File: config.mk
export PLATFORM = sky130hd
export DESIGN_NAME = ysyx_24100029_lsu
export DESIGN_NICKNAME = d
export VERILOG_FILES = /design/src/rtl/ysyx_24100029_lsu_pkg.sv /design/src/rtl/ysyx_24100029_lsu_align.sv /design/src/rtl/ysyx_24100029_lsu.sv
export SDC_FILE = /design/constraint.sdc
export NUM_CORES = 1
export LEC_CHECK = 0
export BUFFER_PORTS_ARGS = -buffer_cell sky130_fd_sc_hd__buf_4
export CAP_MARGIN = 20
export CORE_AREA = 2 2 181 183
export DETAILED_ROUTE_END_ITERATION = 12
export DIE_AREA = 0 0 183 185
export GPL_TIMING_DRIVEN = 1
export PLACE_DENSITY = 0.6
export SYNTH_ARGS = -nofsm -noshare
export SYNTH_HDL_FRONTEND = slang
export SYNTH_HIERARCHICAL = 1
export SYNTH_SLANG_ARGS = --single-unit
File: constraint.sdc
create_clock -name clock -period 3.03 [get_ports clock]
set_input_delay 0.1515 -clock clock [delete_from_list [all_inputs] [get_ports clock]]
set_output_delay 0.1515 -clock clock [all_outputs]
set_load 0.01 [all_outputs]
File: src/rtl/ysyx_24100029_lsu_pkg.sv
// Shared definitions for the load/store stage:
// funct3 access codes, FSM states and AXI response codes.
package ysyx_24100029_lsu_pkg;

  localparam logic [2:0] F3_LB  = 3'd0;
  localparam logic [2:0] F3_LH  = 3'd1;
  localparam logic [2:0] F3_LW  = 3'd2;
  localparam logic [2:0] F3_LBU = 3'd4;
  localparam logic [2:0] F3_LHU = 3'd5;

  localparam logic [2:0] F3_SB = 3'd0;
  localparam logic [2:0] F3_SH = 3'd1;
  localparam logic [2:0] F3_SW = 3'd2;

  localparam logic [1:0] AXI_RESP_OKAY = 2'b00;

  typedef enum logic [2:0] {
    S_IDLE,
    S_AR,
    S_R,
    S_AWW,
    S_B,
    S_OUT
  } state_t;

endpackage

File: src/rtl/ysyx_24100029_lsu_align.sv
// Byte-lane alignment: load extract/extend, store
// data/strobe generation and misalignment detection.
module ysyx_24100029_lsu_align
  import ysyx_24100029_lsu_pkg::*;
(
  input  logic        is_load,
  input  logic        is_store,
  input  logic [2:0]  funct3,
  input  logic [1:0]  off,
  input  logic [31:0] rdata,
  input  logic [31:0] rs2,
  output logic [31:0] load_data,
  output logic [31:0] wdata,
  output logic [3:0]  wstrb,
  output logic        misalign
);

  logic [31:0] sh;
  logic        bad_f3;
  logic        bad_off;

  assign sh    = rdata >> {off, 3'b000};
  assign wdata = rs2 << {off, 3'b000};

  always_comb begin
    load_data = '0;
    case (funct3)
      F3_LB:   load_data = {{24{sh[7]}}, sh[7:0]};
      F3_LH:   load_data = {{16{sh[15]}}, sh[15:0]};
      F3_LW:   load_data = rdata;
      F3_LBU:  load_data = {24'd0, sh[7:0]};
      F3_LHU:  load_data = {16'd0, sh[15:0]};
      default: load_data = '0;
    endcase
  end

  always_comb begin
    wstrb   = 4'b1111;
    bad_off = 1'b0;
    case (funct3[1:0])
      2'd0: wstrb = 4'b0001 << off;
      2'd1: begin
        wstrb   = 4'b0011 << off;
        bad_off = off[0];
      end
      2'd2: bad_off = |off;
      default: bad_off = 1'b0;
    endcase
  end

  // Unsupported encodings fault exactly like a misaligned access.
  assign bad_f3 = is_load
    ? !(funct3 inside {F3_LB, F3_LH, F3_LW, F3_LBU, F3_LHU})
    : (funct3 > F3_SW);

  assign misalign = (is_load | is_store) & (bad_f3 | bad_off);

endmodule

File: src/rtl/ysyx_24100029_lsu.sv
// Load/store pipeline stage: one AXI4-Lite access at a time,
// registered result handed to write-back via valid/ready.
module ysyx_24100029_lsu
  import ysyx_24100029_lsu_pkg::*;
#(
  parameter int ADDR_W = 32,
  parameter int DATA_W = 32
) (
  input  logic              clock,
  input  logic              reset,
  input  logic              valid_last,
  output logic              ready_last,
  input  logic [31:0]       pc,
  input  logic [31:0]       inst,
  input  logic [4:0]        rd,
  input  logic              R_wen,
  input  logic [3:0]        csr_wen,
  input  logic [31:0]       csrs,
  input  logic              mem_ren,
  input  logic              mem_wen,
  input  logic [2:0]        funct3,
  input  logic [31:0]       EX_result,
  input  logic [31:0]       rs2_value,
  output logic [ADDR_W-1:0] araddr,
  output logic              arvalid,
  input  logic              arready,
  input  logic [DATA_W-1:0] rdata,
  input  logic [1:0]        rresp,
  input  logic              rvalid,
  output logic              rready,
  output logic [ADDR_W-1:0] awaddr,
  output logic              awvalid,
  input  logic              awready,
  output logic [DATA_W-1:0] wdata,
  output logic [3:0]        wstrb,
  output logic              wvalid,
  input  logic              wready,
  input  logic [1:0]        bresp,
  input  logic              bvalid,
  output logic              bready,
  output logic              valid_next,
  input  logic              ready_next,
  output logic [31:0]       pc_next,
  output logic [31:0]       inst_next,
  output logic [31:0]       csrs_next,
  output logic [4:0]        rd_next,
  output logic              R_wen_next,
  output logic [3:0]        csr_wen_next,
  output logic [31:0]       wb_data,
  output logic              mem_err
);

  state_t            state, state_n, disp;
  logic [ADDR_W-1:0] addr_q;
  logic [2:0]        f3_q;
  logic              aw_done, w_done;
  logic              accept, use_q;
  logic [2:0]        a_f3;
  logic [1:0]        a_off;
  logic [31:0]       load_data, st_wdata;
  logic [3:0]        st_wstrb;
  logic              misalign;

  assign ready_last = (state == S_IDLE)
                    | ((state == S_OUT) & ready_next);
  assign accept = valid_last & ready_last;
  assign araddr = addr_q;
  assign awaddr = addr_q;

  // Outside R the aligner looks at the incoming request.
  assign use_q = (state == S_R);
  assign a_f3  = use_q ? f3_q : funct3;
  assign a_off = use_q ? addr_q[1:0] : EX_result[1:0];

  ysyx_24100029_lsu_align u_align (
    .is_load   (mem_ren),
    .is_store  (mem_wen & ~mem_ren),
    .funct3    (a_f3),
    .off       (a_off),
    .rdata     (rdata),
    .rs2       (rs2_value),
    .load_data (load_data),
    .wdata     (st_wdata),
    .wstrb     (st_wstrb),
    .misalign  (misalign)
  );

  always_comb begin
    disp = S_OUT;
    if (mem_ren)      disp = misalign ? S_OUT : S_AR;
    else if (mem_wen) disp = misalign ? S_OUT : S_AWW;
  end

  always_comb begin
    state_n    = state;
    arvalid    = 1'b0;
    rready     = 1'b0;
    awvalid    = 1'b0;
    wvalid     = 1'b0;
    bready     = 1'b0;
    valid_next = 1'b0;
    unique case (state)
      S_IDLE: if (accept) state_n = disp;
      S_AR: begin
        arvalid = 1'b1;
        if (arready) state_n = S_R;
      end
      S_R: begin
        rready = 1'b1;
        if (rvalid) state_n = S_OUT;
      end
      S_AWW: begin
        awvalid = ~aw_done;
        wvalid  = ~w_done;
        if ((aw_done | awready) & (w_done | wready))
          state_n = S_B;
      end
      S_B: begin
        bready = 1'b1;
        if (bvalid) state_n = S_OUT;
      end
      S_OUT: begin
        valid_next = 1'b1;
        if (ready_next) state_n = accept ? disp : S_IDLE;
      end
      default: state_n = S_IDLE;
    endcase
  end

  always_ff @(posedge clock) begin
    if (reset) begin
      state        <= S_IDLE;
      addr_q       <= '0;
      f3_q         <= '0;
      aw_done      <= 1'b0;
      w_done       <= 1'b0;
      wdata        <= '0;
      wstrb        <= '0;
      pc_next      <= '0;
      inst_next    <= '0;
      csrs_next    <= '0;
      rd_next      <= '0;
      R_wen_next   <= 1'b0;
      csr_wen_next <= '0;
      wb_data      <= '0;
      mem_err      <= 1'b0;
    end else begin
      state <= state_n;
      if (accept) begin
        addr_q       <= EX_result[ADDR_W-1:0];
        f3_q         <= funct3;
        aw_done      <= 1'b0;
        w_done       <= 1'b0;
        wdata        <= st_wdata;
        wstrb        <= st_wstrb;
        pc_next      <= pc;
        inst_next    <= inst;
        csrs_next    <= csrs;
        rd_next      <= rd;
        csr_wen_next <= csr_wen;
        wb_data      <= EX_result;
        mem_err      <= misalign;
        // Stores and faulting accesses never write rd.
        R_wen_next   <= R_wen & ~misalign
                      & (mem_ren | ~mem_wen);
      end
      if (state == S_AWW) begin
        aw_done <= aw_done | awready;
        w_done  <= w_done | wready;
      end
      if (state == S_R && rvalid) begin
        wb_data <= load_data;
        if (rresp != AXI_RESP_OKAY) begin
          mem_err    <= 1'b1;
          R_wen_next <= 1'b0;
        end
      end
      if (state == S_B && bvalid && bresp != AXI_RESP_OKAY)
        mem_err <= 1'b1;
    end
  end

endmodule

# Word-level counts from Yosys, hierarchy flattened
# Cells that the tools add are included.
# totals
reg_bits	215
in_bits	220
out_inout_bits	246
word_cells	105
# op_classes
order_cmp	1
eq_ne	17
n_shift	4
muxes	36
bitwise	18
reduce_logical	14
# op_table
cell	count
one-hot mux 32 bit (5 select lines)	1
two-way mux 32 bit	2
two-way mux 3 bit	12
<< shifter 32 x 5 -> 32 bit	1
>> shifter 32 x 5 -> 16 bit	1
one-hot mux 3 bit (6 select lines)	1
two-way mux 1 bit	17
== test 3 bit, second input constant	4
inequality test 2 bit, second input constant	6
== test 3 x 2 -> 1 bit, second input constant	3
one-hot mux 4 bit (2 select lines)	1
nonzero test 2 bit	4
AND 1 bit	7
== test 3 x 1 -> 1 bit, second input constant	2
logical NOT 3 bit	2
bitwise OR 1 bit	6
AND reduction 6 bit	1
NOT 1 bit	5
nonzero test 5 bit	1
<< shifter 1 x 2 -> 4 bit, first input constant	1
<< shifter 2 x 2 -> 4 bit, first input constant	1
> comparator 3 x 2 -> 1 bit, second input constant	1
logical AND 1 bit	3
== test 2 x 1 -> 1 bit, second input constant	1
other kinds (6)	6

# Logic depth before layout (Yosys ltp)
# Gate-level depths: netlist of the first run.
# depth
ltp_word	14
depth_mapped	14
mapped_depth_nobuf	12

# By module
# Netlist of the first run, hierarchy kept.
# modules_own_cells
module	instances	cells_per_inst	area_per_inst_um2	seq_area_each_um2
ysyx_24100029_lsu	1	980	8105.3	4304.1
ysyx_24100029_lsu_align	1	220	1425.1	0.0

# Least setup slack after synthesis of the first run
# No wires, ideal clock.
# synth_timing
path_kind	reg-to-reg
start	register state[1]
end	register state[1]
setup_time_ps	133
t_arrival_ps	2769
t_required_ps	2897
setup_slack_ps	129
stages_incl_launch_ff	14
path_buffers	2
synth_period_minus_slack_ps	2901
path_cell_list	dfxtp_1 > buf_2 > inv_1 > nor3_2 > mux2_2 > ha_1 > buf_2 > or2_2 > nand2_1 > a221oi_1 > nor2_1 > nor3_1 > nor3_1 > o41ai_2
# synth_via
elab_chain_cells	14
elab_cells_between_ends	40
classes_between	1 x order compare; 17 x eq/ne; 11 x mux; 5 x bitwise; 6 x reduce/logical
# synth_lines
element	line_no	source
start: declaration	ysyx_24100029_lsu.sv:53	state_t state, state_n, disp;
start signal: assignment	ysyx_24100029_lsu.sv:148	state <= state_n;
== test 3 x 2 -> 1 bit *	ysyx_24100029_lsu.sv:71	assign use_q = (state == S_R);
two-way mux 3 bit *	ysyx_24100029_lsu.sv:72	assign a_f3 = use_q ? f3_q : funct3;
named net a_f3[0]	ysyx_24100029_lsu.sv:58	logic [2:0] a_f3;
== test 3 x 1 -> 1 bit (tied with other cells)	ysyx_24100029_lsu_align.sv:53	? !(funct3 inside {F3_LB, F3_LH, F3_LW, F3_LBU, F3_LHU})
nonzero test 5 bit	ysyx_24100029_lsu_align.sv:53	
logical NOT 1 bit	ysyx_24100029_lsu_align.sv:53	
two-way mux 1 bit	ysyx_24100029_lsu_align.sv:53	
bitwise OR 1 bit *	ysyx_24100029_lsu_align.sv:56	assign misalign = (is_load | is_store) & (bad_f3 | bad_off);
AND 1 bit *	ysyx_24100029_lsu_align.sv:56	
named net misalign	ysyx_24100029_lsu.sv:62	logic misalign;
two-way mux 3 bit * (2 in series)	ysyx_24100029_lsu.sv:91	else if (mem_wen) disp = misalign ? S_OUT : S_AWW;
two-way mux 3 bit *	ysyx_24100029_lsu.sv:90	if (mem_ren) disp = misalign ? S_OUT : S_AR;
two-way mux 3 bit (2 in series)	ysyx_24100029_lsu.sv:124	if (ready_next) state_n = accept ? disp : S_IDLE;
one-hot mux 3 bit (6 select lines) *	ysyx_24100029_lsu.sv:102	unique case (state)
# Mark *: on every way through the listed nets, which the timed path passes. The rest lies on a longest branch. The select of a mux whose other input is x is not followed.
# A chain may end at the register's enable or synchronous reset.

# Worst setup path after layout of the first run
# Ends and elaborated chain as after synthesis.

==> metrics.md, run 1 <==
| Metric | Value |
|---|---|
| Outcome | complete, no violations |
| Initial Util | 29.7% |
| Pre-CTS worst setup slack | 0.185 ns |
| Global-route wire length before repair | 56.0 mm |
| Leakage | 6.71 nW |
| Post-DP HPWL | 25.8 mm |
| Layout cells sized above 1 | 32.9% |
| Max Cap Viol | 0 |
| Minimum clock period | 2.71 ns |
| CP Max Fanout | 6 |
| Area of the core | 0.0320 mm² |
| Root Buffer | clkbuf_16 |
| Worst Tran Pin Value | 0.885 ns |
| PD cells | 771 mW/mm² |
| Critical Path Source Type | register |
| Nets@finish | 1,968 |
| Clock slew at reported path FFs | 0.06 ns |
| Final clock skew | 0.0124 ns |
| Synth Cell Area | 0.00953 mm² |
| Gr ovfl total | 0 |
| Postcts setup bufs | 0 |
| CTS tree | yes |
| Row count | 66 |
| Post-synth cell types | 48 |
| Chip Height | 185 µm |
| Initial antenna violation count | 0 |
| Yosys warnings | 6 |
| Worst Path Arrival | 3.13 ns |
| Vias in the first global route | 10.2k |
| CP Capture Type | register |
| Area growth, synth to finish | 61.6% |
| Yosys top cell area share | 45.2% |
| Register area share after synthesis | 45.2% |
| RSZ-0062 raised after global routing | no |
| DRT iter0 DRCs | 584 |
| GRT Overall Usage | 20.5% |
| Kind of critical path | reg2reg |
| Fin crit share | 89.4% |
| Fillers | 3,047 |
| Post-DR vias/cell | 4.81 |
| Synth area leader | dfxtp_1 |
| Port Buf Inserts | 465 |
| Final Hold Vio Count | 0 |
| PnR worst setup slack | 0.321 ns |
| Synth Register Bits | 215 |
| Largest net degree at the start of global routing | 103 |
| Initial DRT Pass Iterations | 5 |
| Max clock buf depth | 3 |
| Antenna Nets Post-Route | 0 |
| DRC viols | 0 |
| Synth top area cells | dfxtp_1, nand2_1, a21oi_1 |
| Slew HR | 41.0% |
| Die area | 0.0339 mm² |
| Total Neg Setup Slack | 0 ns |
| Worst endpoint required time | 3.45 ns |
| H-tree depth | 1 |
| Worst hold path class | in2reg |
| CTS buffer count | 25 |
| Die W | 183 µm |
| Post-synthesis average cell area | 7.94 µm² |
| Commonest non-fill, non-tap cell in the layout | buf_4 |
| Fmax | 369 MHz |
| Leading cell types in the layout, fill and taps excluded | buf_4, nand2_1, a21oi_1, dfxtp_1, dlygate4sd3_1 |
| Setup violations, final | 0 |
| Syn nets | 1,424 |
| Per-cell routed wire length | 17.1 µm |
| Cells after synthesis | 1,200 |
| Io pins | 466 |
| Worst vdd ir | 0.000421 V |
| Max Transition Viols Final | 0 |
| Clock tree sinks | 215 |
| Drt total wl | 37.1 mm |
| Clk Latency, worst-skew pair | 0.52 ns |
| Placer Congestion | 0.878 |
| Detailed-route via count | 10.4k |
## routing by layer
metal  part of all wire (%)  vias to the layer above  global-route usage (%)
met2                     50                      402                    36.8
met5                      0                        -                       0
met3                    6.6                       62                    4.36
li1                       -                     5092                       -
met1                     40                     4891                    24.6
met4                    2.7                        0                    5.95
## final timing paths
check / start / endpoint / slack [ns] / cells after the start
setup / recovery: state[1] / state[1] / 0.32 / 13
hold / removal: rs2_value[5] / wdata[5] / 0.03 / 4
setup reg to reg: state[1] / state[1] / 0.32 / 13
hold reg to reg: wdata[11] / wdata[11] / 0.45 / 2
## state kept, by name, summed over array words and instances (netlist names), 3 cells and up
| signal | flops |
|---|---|
| wdata | 32 |
| rd_next | 5 |
| csrs_next | 32 |
| f3_q | 3 |
| inst_next | 32 |
| state | 3 |
| wstrb | 4 |
| csr_wen_next | 4 |
| pc_next | 32 |
| wb_data | 32 |
| araddr | 32 |
## critical path, cell delays in order (launching register included)
cell      delay, ns
dfxtp_1        0.33
inv_1          0.08
nor3_2         0.10
buf_4          0.18
mux2_2         0.38
inv_1          0.13
ha_1           0.20
or2_2          0.16
nand2_1        0.08
a221oi_2       0.33
nor2_1         0.16
nor3_1         0.20
nor3_1         0.08
o41ai_2        0.20
## report_power, final
part           leakage [nW]  internal (mW)  switching, mW
Combinational          4.54           2.16           2.73
Sequential             1.76           3.48          0.388
Clock                 0.416           1.88           1.23
## through the flow
step | power (mW) | std cells | util [%] | area (µm²) | hold slack [ns]
after floorplan | 6.69 | 1200 | - | 9530 | 0.278
after global placement | 8.59 | 1973 | 40.7 | 13000 | 0.397
after detailed placement | 8.63 | 1973 | 40.7 | 13000 | 0.403
after CTS | 12.0 | 2170 | 48.0 | 15400 | 0.000596
after global routing | 12.6 | 2170 | 48.1 | 15400 | 0.0471
final | 11.9 | 2171 | 48.1 | 15400 | 0.0302
## synthesized netlist by cell type (all sizes together)
| cell | number |
|---|---|
| nand3b | 1 |
| nand3 | 4 |
| nand4b | 1 |
| inv | 11 |
| and4bb | 1 |
| ha | 4 |
| o32a | 1 |
| buf | 90 |
| o22ai | 3 |
| a21oi | 245 |
| dfxtp | 215 |
| mux2i | 21 |
| o21ai | 23 |
| mux2 | 6 |
| o41ai | 2 |
| and2 | 10 |
| or2 | 2 |
| a21o | 1 |
| a211oi | 10 |
| o21a | 2 |
| and3b | 1 |
| or4 | 1 |
| a22oi | 43 |
| mux4 | 7 |
| a22o | 7 |
| nand2 | 395 |
| a221o | 1 |
| and4b | 1 |
| nor2 | 23 |
| clkbuf | 38 |
| o311ai | 1 |
| nand2b | 7 |
| a221oi | 2 |
| nor3 | 7 |
| nor2b | 13 |
## what timing repair did
action	in CTS	in global routing
hold endpoints to repair	182	0
resized for setup	0	1
hold buffers	152	0
setup endpoints to repair	0	1
## cell families after synthesis
logic type / share of synthesized area, %
AND/OR/NAND/NOR: 20.1
AO/OA/AOI/OAI: 20.8
flip-flops: 45.2
buffers and inverters: 8.73
multiplexers: 4.65
adder cells (fa/ha/maj): 0.525
## layout make-up
type                       count  area (µm²)  share of cell area, %
inverter                      11        41.3                  0.268
antenna                        1        2.50                 0.0162
multi-input combinational    846        4410                   28.6
clock inverter                 7        91.3                  0.593
tap                          408         510                   3.31
clock buffer                  38         754                   4.90
timing repair buffer         645        5290                   34.3
sequential                   215        4300                   27.9
Power figures use the tool's default switching activity.
==> run 2: changes to the inputs <==
--- a/config.mk
+++ b/config.mk
@@ -11,7 +11,9 @@
 export DETAILED_ROUTE_END_ITERATION = 12
 export DIE_AREA = 0 0 183 185
 export GPL_TIMING_DRIVEN = 1
+export MAX_ROUTING_LAYER = met4
 export PLACE_DENSITY = 0.6
+export SLEW_MARGIN = 20
 export SYNTH_ARGS = -nofsm -noshare
 export SYNTH_HDL_FRONTEND = slang
 export SYNTH_HIERARCHICAL = 1
==> run 2 against run 1 <==
Total power is essentially flat. Sequential share of layout area barely moved. Sequential power about the same. Clock power about the same. Sequential cell count unchanged. Fmax shrank 0.29%. Clock-buffer cell count is the same. Critical path depth stayed put. Register-to-register slack barely moved. Critical endpoint unchanged. Largest cell class unchanged. Largest power group unchanged.
==> metrics.md, run 2 (synthesis results as in run 1) <==
| Metric | Value |
|---|---|
| Outcome | complete, no violations (unchanged) |
| Fmax | 368 MHz (was 369 MHz) |
| Port Buf Inserts | 465 (unchanged) |
| Worst Path Arrival | 3.14 ns (was 3.13 ns) |
| Overall Power | 11.9 mW (about the same) |
| R2R Path End | state[1] (unchanged) |
| Leading cell types in the layout, fill and taps excluded | buf_4, nand2_1, a21oi_1, dfxtp_1, dlygate4sd3_1 (unchanged) |
| Final Instance Area | 0.0154 mm² (about the same) |
| Clock slew at reported path FFs | 0.06 ns (about the same) |
| CTS buffer count | 25 (unchanged) |
| GRT Overall Usage | 21.1% (was 20.5%) |
| Postcts setup bufs | 0 (unchanged) |
| Io pins | 466 (unchanged) |
| Chip Height | 185 µm (unchanged) |
| Max Transition Viols Final | 0 (unchanged) |
| Layout cells sized above 1 | 32.9% (unchanged) |
| Slew HR | 40.7% (was 41.0%) |
| Vias in the first global route | 10.2k (about the same) |
| Commonest non-fill, non-tap cell in the layout | buf_4 (unchanged) |
| Gr ovfl total | 0 (unchanged) |
| DRC viols | 0 (unchanged) |
| Initial Util | 29.7% (unchanged) |
| Kind of critical path | reg2reg (unchanged) |
| Initial DRT Pass Iterations | 5 (unchanged) |
| Clk Latency, worst-skew pair | 0.52 ns (about the same) |
| Worst R2R Path Depth | 13 (unchanged) |
| Clock tree sinks | 215 (unchanged) |
| Max clock buf depth | 3 (unchanged) |
| Antenna Nets Post-Route | 0 (unchanged) |
| Placed Area | 0.0130 mm² (unchanged) |
| Post-DP HPWL | 25.8 mm (unchanged) |
| Total Neg Setup Slack | 0 ns (unchanged) |
| Area growth, synth to finish | 61.6% (about the same) |
| DRT iter0 DRCs | 583 (was 584) |
| Net Sw Frac | 36.6% (was 36.7%) |
| PD cells | 771 mW/mm² (about the same) |
| CP Capture Type | register (unchanged) |
| Fillers | 3,046 (was 3,047) |
| Detailed-route via count | 10.5k (was 10.4k) |
| Setup violations, final | 0 (unchanged) |
| Placer Congestion | 0.892 (was 0.878) |
| Diodes inserted | 0 (was 1) |
| Minimum clock period | 2.72 ns (was 2.71 ns) |
| Row count | 66 (unchanged) |
| Initial antenna violation count | 0 (unchanged) |
| CP Max Fanout | 6 (unchanged) |
| Max Cap Viol | 0 (unchanged) |
| Die W | 183 µm (unchanged) |
| NetSw | 4.35 mW (about the same) |
| Post-DR vias/cell | 4.83 (was 4.81) |
| Critical Path Source Type | register (unchanged) |
| RSZ-0062 raised after global routing | no (unchanged) |
| Worst Tran Pin Value | 0.890 ns (was 0.885 ns) |
| Flop pwr share | 32.6% (about the same) |
| Critical R2R Launch | state[1] (unchanged) |
| Root Buffer | clkbuf_16 (unchanged) |
| Nets@finish | 1,968 (unchanged) |
| Drt total wl | 37.0 mm (was 37.1 mm) |
| Final Hold Vio Count | 0 (unchanged) |
| Global-route wire length before repair | 55.9 mm (was 56.0 mm) |
| CTS tree | yes (unchanged) |
| WHS Endpoint | wdata[5] (unchanged) |
| Worst endpoint required time | 3.45 ns (about the same) |
| Clock Power Share | 26.2% (about the same) |
| Per-cell routed wire length | 17.1 µm (about the same) |
| Final clock skew | 0.0128 ns (was 0.0124 ns) |
| Worst vdd ir | 0.000422 V (was 0.000421 V) |
| Hold_sp | rs2_value[5] (unchanged) |
| Pint | 7.52 mW (about the same) |
| Area of the core | 0.0320 mm² (unchanged) |
| Worst hold path class | in2reg (unchanged) |
| Leakage | 6.71 nW (about the same) |
| Register-to-register setup slack | 0.31 ns (was 0.32 ns) |
| Worst Hold Depth | 4 (unchanged) |
| Fin crit share | 89.7% (was 89.4%) |
| Largest net degree at the start of global routing | 103 (unchanged) |
| H-tree depth | 1 (unchanged) |
| Die area | 0.0339 mm² (unchanged) |
| Comb power frac | 41.2% (about the same) |
-- run 2: changes by cell type in the layout (fill, tap and decap cells not counted) --
cell     delta
diode_2     -1
-- run 2: power groups by stage --
stage	logic [mW]	clock network, mW	registers [mW]
floorplan	2.53	0	4.16
global placement	4.69	0	3.89
detailed placement	4.72	0	3.91
CTS	4.89	3.20	3.87
global route	5.31	3.31	3.95
finish	4.89	3.11	3.87
-- run 2: area by class of cell --
type,instances,area [µm²],area share (%)
Timing Repair Buffer,645,5290,34.3
Multi-Input combinational cell,846,4410,28.6
Sequential cell,215,4300,28.0
Clock buffer,38,754,4.90
Tap cell,408,510,3.32
Clock inverter,7,91.3,0.593
Inverter,11,41.3,0.268
-- run 2: critical path, cell delays in order, from the launching register on --
cell	delay [ns]
dfxtp_1	0.33
inv_1	0.08
nor3_2	0.10
buf_4	0.18
mux2_2	0.38
inv_1	0.13
ha_1	0.20
or2_2	0.16
nand2_1	0.08
a221oi_2	0.33
nor2_1	0.16
nor3_1	0.20
nor3_1	0.08
o41ai_2	0.20
-- run 2: worst max-delay path by stage --
stage	start	endpoint
floorplan	state[1]	state[1]
global placement	state[1]	state[1]
detailed placement	state[1]	state[1]
CTS	state[1]	state[1]
global route	state[1]	state[1]
finish	state[1]	state[1]
-- run 2: stage by stage --
step | setup WS (ns) | utilization, % | hold WS (ns) | instances
CTS | 0.163 | 48.0 | 0.000596 | 2170
global route | 0.0695 | 48.1 | 0.0474 | 2170
detailed placement | 0.185 | 40.7 | 0.403 | 1973
finish | 0.313 | 48.1 | 0.0306 | 2170
global placement | 0.324 | 40.7 | 0.397 | 1973
floorplan | 0.129 | - | 0.278 | 1200
-- run 2: what timing repair did --
item,in CTS,in global routing
hold endpoints to repair,182,0
setup endpoints to repair,0,1
resized for setup,0,1
hold buffers,152,0
-- run 2: layer usage --
metal	global-route usage (%)	share of wire (%)
met1	24.8	41
met2	36.8	50
met3	3.97	6.2
met4	5.82	2.8
met5	-	0
